File: src/rtl/hazard_unit_mc.sv
// Hazard unit for the 5-stage core: operand forwarding, load-use, branch flush,
// multi-cycle execute and memory wait-state stalls, plus a stall-cycle counter.
module hazard_unit_mc #(
  parameter int REG_AW  = 5,
  parameter int MDU_LAT = 4,
  parameter int CNT_W   = 16
) (
  input  logic              clk,
  input  logic              rst,
  input  logic [REG_AW-1:0] Rs1D,
  input  logic [REG_AW-1:0] Rs2D,
  input  logic [REG_AW-1:0] Rs1E,
  input  logic [REG_AW-1:0] Rs2E,
  input  logic [REG_AW-1:0] RdE,
  input  logic [REG_AW-1:0] RdM,
  input  logic [REG_AW-1:0] RdW,
  input  logic              reg_writeM,
  input  logic              reg_writeW,
  input  logic              result_src_b0E,
  input  logic              pc_srcE,
  input  logic              mdu_opE,
  input  logic              dmem_reqM,
  input  logic              dmem_readyM,
  output logic [1:0]        forward_AE,
  output logic [1:0]        forward_BE,
  output logic              stallF,
  output logic              stallD,
  output logic              stallE,
  output logic              stallM,
  output logic              flushD,
  output logic              flushE,
  output logic              flushM,
  output logic              flushW,
  output logic [CNT_W-1:0]  stall_cnt
);

  localparam int   CW     = $clog2(MDU_LAT + 1);
  localparam logic MDU_MC = (MDU_LAT > 1);

  typedef enum logic [1:0] {IDLE, BUSY, DONE} mdu_state_t;

  mdu_state_t       state_q, state_d;
  logic [CW-1:0]    cnt_q, cnt_d;
  logic [CNT_W-1:0] stall_cnt_q, stall_cnt_d;

  logic mem_stall, load_stall, mdu_stall;

  function automatic logic [1:0] fwd_sel(input logic [REG_AW-1:0] rs,
                                         input logic [REG_AW-1:0] rd_m,
                                         input logic              we_m,
                                         input logic [REG_AW-1:0] rd_w,
                                         input logic              we_w);
    if (rs == '0)                 return 2'b00;
    else if (rs == rd_m && we_m)  return 2'b10;
    else if (rs == rd_w && we_w)  return 2'b01;
    else                          return 2'b00;
  endfunction

  always_ff @(posedge clk or posedge rst) begin
    if (rst) begin
      state_q     <= IDLE;
      cnt_q       <= '0;
      stall_cnt_q <= '0;
    end else begin
      state_q     <= state_d;
      cnt_q       <= cnt_d;
      stall_cnt_q <= stall_cnt_d;
    end
  end

  // Memory waits freeze the MDU sequence: the op cannot leave E meanwhile.
  always_comb begin
    state_d = state_q;
    cnt_d   = cnt_q;
    case (state_q)
      IDLE: begin
        if (mdu_opE && MDU_MC && !mem_stall) begin
          if (MDU_LAT == 2) begin
            state_d = DONE;
          end else begin
            state_d = BUSY;
            cnt_d   = CW'(MDU_LAT - 3);
          end
        end
      end
      BUSY: begin
        if (!mem_stall) begin
          if (cnt_q == '0) state_d = DONE;
          else             cnt_d   = cnt_q - CW'(1);
        end
      end
      DONE: begin
        if (!mem_stall) state_d = IDLE;
      end
      default: state_d = IDLE;
    endcase
  end

  always_comb begin
    forward_AE = fwd_sel(Rs1E, RdM, reg_writeM, RdW, reg_writeW);
    forward_BE = fwd_sel(Rs2E, RdM, reg_writeM, RdW, reg_writeW);

    mem_stall  = dmem_reqM & ~dmem_readyM;
    load_stall = result_src_b0E & (RdE != '0) & ((Rs1D == RdE) | (Rs2D == RdE));
    mdu_stall  = (state_q == BUSY) | ((state_q == IDLE) & mdu_opE & MDU_MC);

    stallE = mem_stall | mdu_stall;
    stallM = mem_stall;
    flushW = mem_stall;
    stallF = stallE | load_stall;
    stallD = stallE | load_stall;
    flushM = mdu_stall & ~mem_stall;
    // Redirects are deferred while E is held; the branch re-presents on release.
    flushD = pc_srcE & ~stallE;
    flushE = (pc_srcE | load_stall) & ~stallE;

    stall_cnt_d = stall_cnt_q;
    if (stallF && (stall_cnt_q != '1)) stall_cnt_d = stall_cnt_q + CNT_W'(1);
    stall_cnt = stall_cnt_q;
  end

endmodule

File: config.mk
export PLATFORM = sky130hd
export DESIGN_NAME = hazard_unit_mc
export DESIGN_NICKNAME = d
export VERILOG_FILES = /design/src/rtl/hazard_unit_mc.sv
export SDC_FILE = /design/constraint.sdc
export NUM_CORES = 1
export LEC_CHECK = 0
export ABC_AREA = 1
export CORE_ASPECT_RATIO = 1.75
export CORE_MARGIN = 2
export CORE_UTILIZATION = 63
export CTS_CLUSTER_SIZE = 30
export DETAILED_ROUTE_END_ITERATION = 10
export DONT_BUFFER_PORTS = 1
export GPL_TIMING_DRIVEN = 1
export PLACE_DENSITY = 0.79
export SLEW_MARGIN = 10
export SYNTH_ARGS = -nofsm -noshare
export SYNTH_HDL_FRONTEND = slang
export SYNTH_SLANG_ARGS = --single-unit
File: constraint.sdc
create_clock -name clk -period 1.7 [get_ports clk]
set_input_delay 0.17 -clock clk [delete_from_list [all_inputs] [get_ports clk]]
set_output_delay 0.17 -clock clk [all_outputs]
set_load 0.1 [all_outputs]
==> results of run 1 <==
==> layer usage <==
metal  track usage  vias up
li1              -      968
met1        0.2545      867
met2        0.5411       78
met3       0.04317       10
met4        0.1279        0
met5             0        -
==> synth_stat cells (all sizes together) <==
library cell	count
a211oi	2
a21oi	3
and3	1
buf	6
dfrtp	21
ha	3
inv	53
nand2	96
nand3	29
nand3b	1
nand4	3
nor2	27
nor3	7
nor4	1
o2111a	1
o2111ai	1
o21ai	8
o22ai	6
xnor2	6
xor2	12
==> power breakdown <==
group / internal, W / leakage [nW] / total [W] / switching [W]
combinational: 0.000607 / 0.977 / 0.00215 / 0.00154
clock: 0.000167 / 0.0228 / 0.000332 / 0.000165
sequential: 0.000659 / 0.253 / 0.000810 / 0.000151
total: 0.00143 / 1.25 / 0.00329 / 0.00186
==> flip-flops by register name, summed over array words and instances (netlist names) <==
name       count
stall_cnt     16
state_q        2
cnt_q          3
==> how the worst min path moves through the flow <==
stage,start,to,slack (ns),depth (start not counted)
2_1_floorplan,rst,cnt_q[0],0.15,1
3_3_place_gp,rst,state_q[1],0.11,2
3_5_place_dp,rst,stall_cnt[2],0.11,2
4_1_cts,dmem_readyM,state_q[0],0.07,3
5_1_grt,dmem_readyM,state_q[1],0.09,3
6_report,dmem_readyM,state_q[0],0.08,3
==> worst max-delay path: cells and delay by family, from the launching register on <==
kind	cells	cell delay [ns]
buffers and inverters	1	0.20
and+or+nand+nor	7	0.74
adders and majority gates	1	0.14
DFF	1	0.44
==> cell type report <==
cell class	count	area share
Multi-Input combinational cell	207	0.4942
Sequential cell	21	0.2386
Timing Repair Buffer	40	0.1495
Inverter	53	0.08431
Clock buffer	4	0.01909
Tap cell	27	0.01432
==> repair_timing <==
item / 4_1_cts / 5_1_grt
hold endpoints to repair: 21 / 0
setup buffers: 2 / 6
pin swaps: 1 / 3
hold buffers: 1 / 0
endpoints found under the setup margin: 4 / 6
gates resized for setup: 2 / 3
==> cell families after synthesis <==
group / count (synthesis) / synth area share
AOI/OAI and AO/OA: 21 / 0.07064
and+or+nand+nor: 165 / 0.3961
adders and majority gates: 3 / 0.02078
xor gates and xnor gates: 18 / 0.08726
DFF: 21 / 0.2909
buffers and inverters: 59 / 0.1343
==> per-stage QoR <==
stage | utilization | setup slack (ns) | total power [W]
3_3_place_gp | 0.8202 | 0.1329 | 0.002769
3_5_place_dp | 0.8202 | 0.07825 | 0.002813
6_report | 0.8671 | 0.07564 | 0.003289
4_1_cts | 0.8469 | 0.05638 | 0.003180
2_1_floorplan | - | -0.4227 | 0.002456
5_1_grt | 0.8671 | -0.03759 | 0.003434
==> run metrics, run 1 <==
status=completed; nets@finish=373; first-pass GRT wire length=6934 um; most frequent cells in the layout=nand2_1 (91), inv_1 (51), buf_4 (35); R2R Path End=stall_cnt[1]; cell row count=25; Sequential Area=563.0 um2; Clock Path Buffers=2; fmax=0.6156 GHz; reg-to-reg slack, setup=0.08 ns; clk_skew=0.005248 ns; placed insts=339; clock slew at reported path FFs=0.07 ns; minimum clock period=1.624 ns; Port Buf Inserts=0; gr ovfl total=0; Post-Layout Cell Count=352; worst slew margin relative to its limit=0.6381; Routed WL per cell=13.43 um; DIE HEIGHT=74.84 um; YS warnings=0; worst flop-to-flop path startpoint=stall_cnt[1]; Critical path origin=stall_cnt[1]; crit path DAT=1.77 ns; CP max-delay cell=dfrtp_4; post-route ant nets=0; vias in the first global route=1,850; area of the multi-input gates=1166 um2; Final HPWL DP=3464 um; Post-Route M1 WL=1678 um; CTS root buf=clkbuf_8; most used cell, CP=nand2_2; Ant. Diodes=0; Slew Limit Fails=0; Setup CP Type=reg -> reg; CP endpoint kind=flop; Worst-Skew Late Latency=0.26 ns; max_cap viols=0; Power Dens Cells=1394 nW/um2; CTS tree=built; setup_tns=0 ns; Core Area=2721 um2; Hold WS=0.07502 ns; critical path data required time=1.85 ns; Initial DRC Count=71; all-layer global routing usage=0.2725; area delta synth->final=30.61%; layout cells sized above 1=0.2800; #FFs+latches synth=21; post-synthesis cell area=1807 um2; Min-Delay Path Class=in -> reg; num ports=72; total CTS buffers=3; Final setup viols=0; Yosys cell types=26; die area=3329 um2; Final Hold Viols=0; met3 wire length=297 um; Worst setup endpoint=stall_cnt[1]; Initial Utilization=0.6639; CP cell instances=ha_4 -> nand2_2 -> nor2_2 -> nand2_2 -> nor2_4 -> nand3b_4 -> buf_4 -> nand3_1 -> nand2_1; Yosys top cell area share=0.2909; most common cell after layout, fill and taps aside=nand2_1; top post-synthesis cells by area=dfrtp_1 (29%), nand2_1 (20%), inv_1 (11%); maximum vdd ir drop=1.348 mV; worst r2r path cells=9; Gate Count Post-Synth=287; H-tree depth=1; Pre-antenna DRT Iters=4; top layer in use=met4; placed cell areas=2232 um2; initial antenna violation count=0; Leakage=1.253 nW; syn avg cell area=6.295 um2; met2 wire len=2657 um; total number of vias=1,923; period utilization=0.9555; Finished Cell Area=2360 um2; final-layout fill cell count=159; critical path startpoint category=flop; vias per cell=5.463; CP peak stage delay=0.44 ns; DR DRC count=0; area leader, netlist=dfrtp_1; Mapped Nets=334; register area share after synthesis=0.2909; CTS Sinks=21; largest net degree at the start of global routing=22; Critical Path Fanout Max=9; Die Width=44.48 um; actual slew at the worst max-slew pin=0.5473 ns; RD Place Congestion=0.8820; Total Wirelength=4729 um
Power figures use the tool's default switching activity.
==> run 2, diff against run 1 <==
--- a/config.mk
+++ b/config.mk
@@ -6,8 +6,8 @@
 export NUM_CORES = 1
 export LEC_CHECK = 0
 export ABC_AREA = 1
+export CAP_MARGIN = 20
 export CORE_ASPECT_RATIO = 1.75
-export CORE_MARGIN = 2
 export CORE_UTILIZATION = 63
 export CTS_CLUSTER_SIZE = 30
 export DETAILED_ROUTE_END_ITERATION = 10
==> run metrics, run 2 (synthesis gave the netlist of run 1 again) <==
maximum vdd ir drop=1.204 mV (was 1.348 mV); largest net degree at the start of global routing=22 (unchanged); CTS Sinks=21 (unchanged); actual slew at the worst max-slew pin=0.5487 ns (was 0.5473 ns); Worst-Skew Late Latency=0.26 ns (about the same); final-layout fill cell count=157 (was 159); total CTS buffers=3 (unchanged); CTS root buf=clkbuf_8 (unchanged); Critical path origin=stall_cnt[1] (unchanged); Pre-antenna DRT Iters=4 (unchanged); H-tree depth=1 (unchanged); placed insts=340 (was 339); reg-to-reg slack, setup=0.006 ns (was 0.08 ns); nets@finish=372 (was 373); Final setup viols=0 (unchanged); cell row count=25 (unchanged); Critical Path Fanout Max=8 (was 9); Ant. Diodes=0 (unchanged); most used cell, CP=nand2_2 (unchanged); Die Width=42.48 um (was 44.48 um); Routed WL per cell=14.53 um (was 13.43 um); DIE HEIGHT=72.84 um (was 74.84 um); crit path DAT=1.85 ns (was 1.77 ns); clock slew at reported path FFs=0.08 ns (was 0.07 ns); Min-Delay Path Class=in -> reg (unchanged); Leakage=1.258 nW (was 1.253 nW); Clock Path Buffers=2 (unchanged); Sequential Area=563.0 um2 (unchanged); Core Area=2721 um2 (unchanged); minimum clock period=1.694 ns (was 1.624 ns); Tot Pwr=0.003328 W (was 0.003289 W); final worst slack=0.006193 ns (was 0.07564 ns); vias in the first global route=1,947 (was 1,850); most frequent cells in the layout=nand2_1 (91), inv_1 (51), buf_4 (32) (was nand2_1 (91), inv_1 (51), buf_4 (35)); CP cell instances=ha_4 -> nand2_2 -> nor2_2 -> nand2_2 -> nor2_4 -> nand3b_4 -> buf_4 -> nand3_1 -> nand2_1 (unchanged); first-pass GRT wire length=7521 um (was 6934 um); area of the multi-input gates=1180 um2 (was 1166 um2); worst slew margin relative to its limit=0.6372 (was 0.6381); CP endpoint kind=flop (unchanged); max_cap viols=0 (unchanged); initial antenna violation count=0 (unchanged); RD Place Congestion=0.8582 (was 0.8820); Final Hold Viols=0 (unchanged); total number of vias=1,962 (was 1,923); vias per cell=5.590 (was 5.463); Setup CP Type=reg -> reg (unchanged); Largest register FFs=16 (unchanged); num ports=72 (unchanged); Slew Limit Fails=0 (unchanged); most common cell after layout, fill and taps aside=nand2_1 (unchanged); die area=3094 um2 (was 3329 um2); Initial DRC Count=69 (was 71); Post-Layout Cell Count=351 (was 352); Power Dens Cells=1395 nW/um2 (was 1394 nW/um2); Total Wirelength=5101 um (was 4729 um); setup_tns=0 ns (unchanged); RSZ-0062 raised after global routing=yes; critical path data required time=1.86 ns (was 1.85 ns); post-route ant nets=0 (unchanged); status=completed (unchanged); clk_skew=0.005895 ns (was 0.005248 ns); DR DRC count=0 (unchanged); critical path startpoint category=flop (unchanged); Initial Utilization=0.6639 (unchanged); fmax=0.5904 GHz (was 0.6156 GHz); gr ovfl total=0 (unchanged); Final HPWL DP=3496 um (was 3464 um); worst r2r path cells=9 (unchanged); worst flop-to-flop path startpoint=stall_cnt[1] (unchanged); layout cells sized above 1=0.2809 (was 0.2800); CP max-delay cell=dfrtp_4 (unchanged); CTS tree=built (unchanged); CP peak stage delay=0.44 ns (about the same); R2R Path End=stall_cnt[15] (was stall_cnt[1]); pre-CTS WS=0.06681 ns (was 0.07825 ns); period utilization=0.9964 (was 0.9555); Hold WS=0.07010 ns (was 0.07502 ns); Worst setup endpoint=stall_cnt[15] (was stall_cnt[1]); all-layer global routing usage=0.3033 (was 0.2725); Port Buf Inserts=0 (unchanged); area delta synth->final=32.06% (was 30.61%)
==> run 2: cell count changes in the layout (fill, tap and decap cells not counted) <==
cell	previous run	this run
clkbuf_1	1	0
nand2_2	4	3
buf_6	0	1
buf_4	35	32
buf_12	4	5
clkinvlp_4	0	1
nand2_8	0	1
==> run 2: report_power, final <==
part           total (W)  switching (W)  internal [W]
registers       0.000803       0.000145      0.000659
logic            0.00219        0.00156      0.000622
clock network   0.000339       0.000174      0.000165
==> run 2: stage by stage <==
stage | util | area [um2]
4_1_cts | 0.8520 | 2318
2_1_floorplan | - | 1989
6_report | 0.8768 | 2386
5_1_grt | 0.8768 | 2386
3_3_place_gp | 0.8276 | 2252
3_5_place_dp | 0.8276 | 2252
==> run 2: worst min-delay path by stage <==
stage | startpoint | to | slack (ns) | depth (start not counted)
5_1_grt | dmem_readyM | state_q[1] | 0.08 | 3
4_1_cts | dmem_readyM | state_q[0] | 0.07 | 3
3_3_place_gp | rst | stall_cnt[0] | 0.11 | 2
6_report | dmem_readyM | state_q[0] | 0.07 | 3
2_1_floorplan | rst | cnt_q[0] | 0.15 | 1
3_5_place_dp | rst | state_q[1] | 0.12 | 2
==> run 2: metal layers <==
layer | GRT usage | vias to the layer above | part of all wire
met2 | 0.6154 | 80 | 0.58
met4 | 0.09028 | 0 | 0.021
met5 | 0 | - | 0
met1 | 0.3111 | 902 | 0.35
met3 | 0.03218 | 11 | 0.054
li1 | - | 969 | -
==> run 2: layout make-up <==
type,instances,area share
repair buffers,39,0.1515
clock buffers,3,0.01730
well taps,27,0.01416
flip-flops and latches,21,0.2360
multi-input cells,207,0.4945
clock inverters,1,0.003146
inverters,53,0.08338
==> run 2: repair_timing <==
action                                  in CTS  in global routing
pin swaps                                    0                  4
hold buffers                                 1                  0
endpoints found under the setup margin       4                 11
resized for setup                            3                  5
buffers inserted                             0                  6
endpoints found under the hold margin       21                  0
==> run 2: worst max-delay path: cells and delay by family (launching register included) <==
| family | cells | cell delay [ns] |
|---|---|---|
| adder cells (fa/ha/maj) | 1 | 0.14 |
| buffers and inverters | 1 | 0.21 |
| flip-flops | 1 | 0.44 |
| AND/OR/NAND/NOR | 7 | 0.79 |
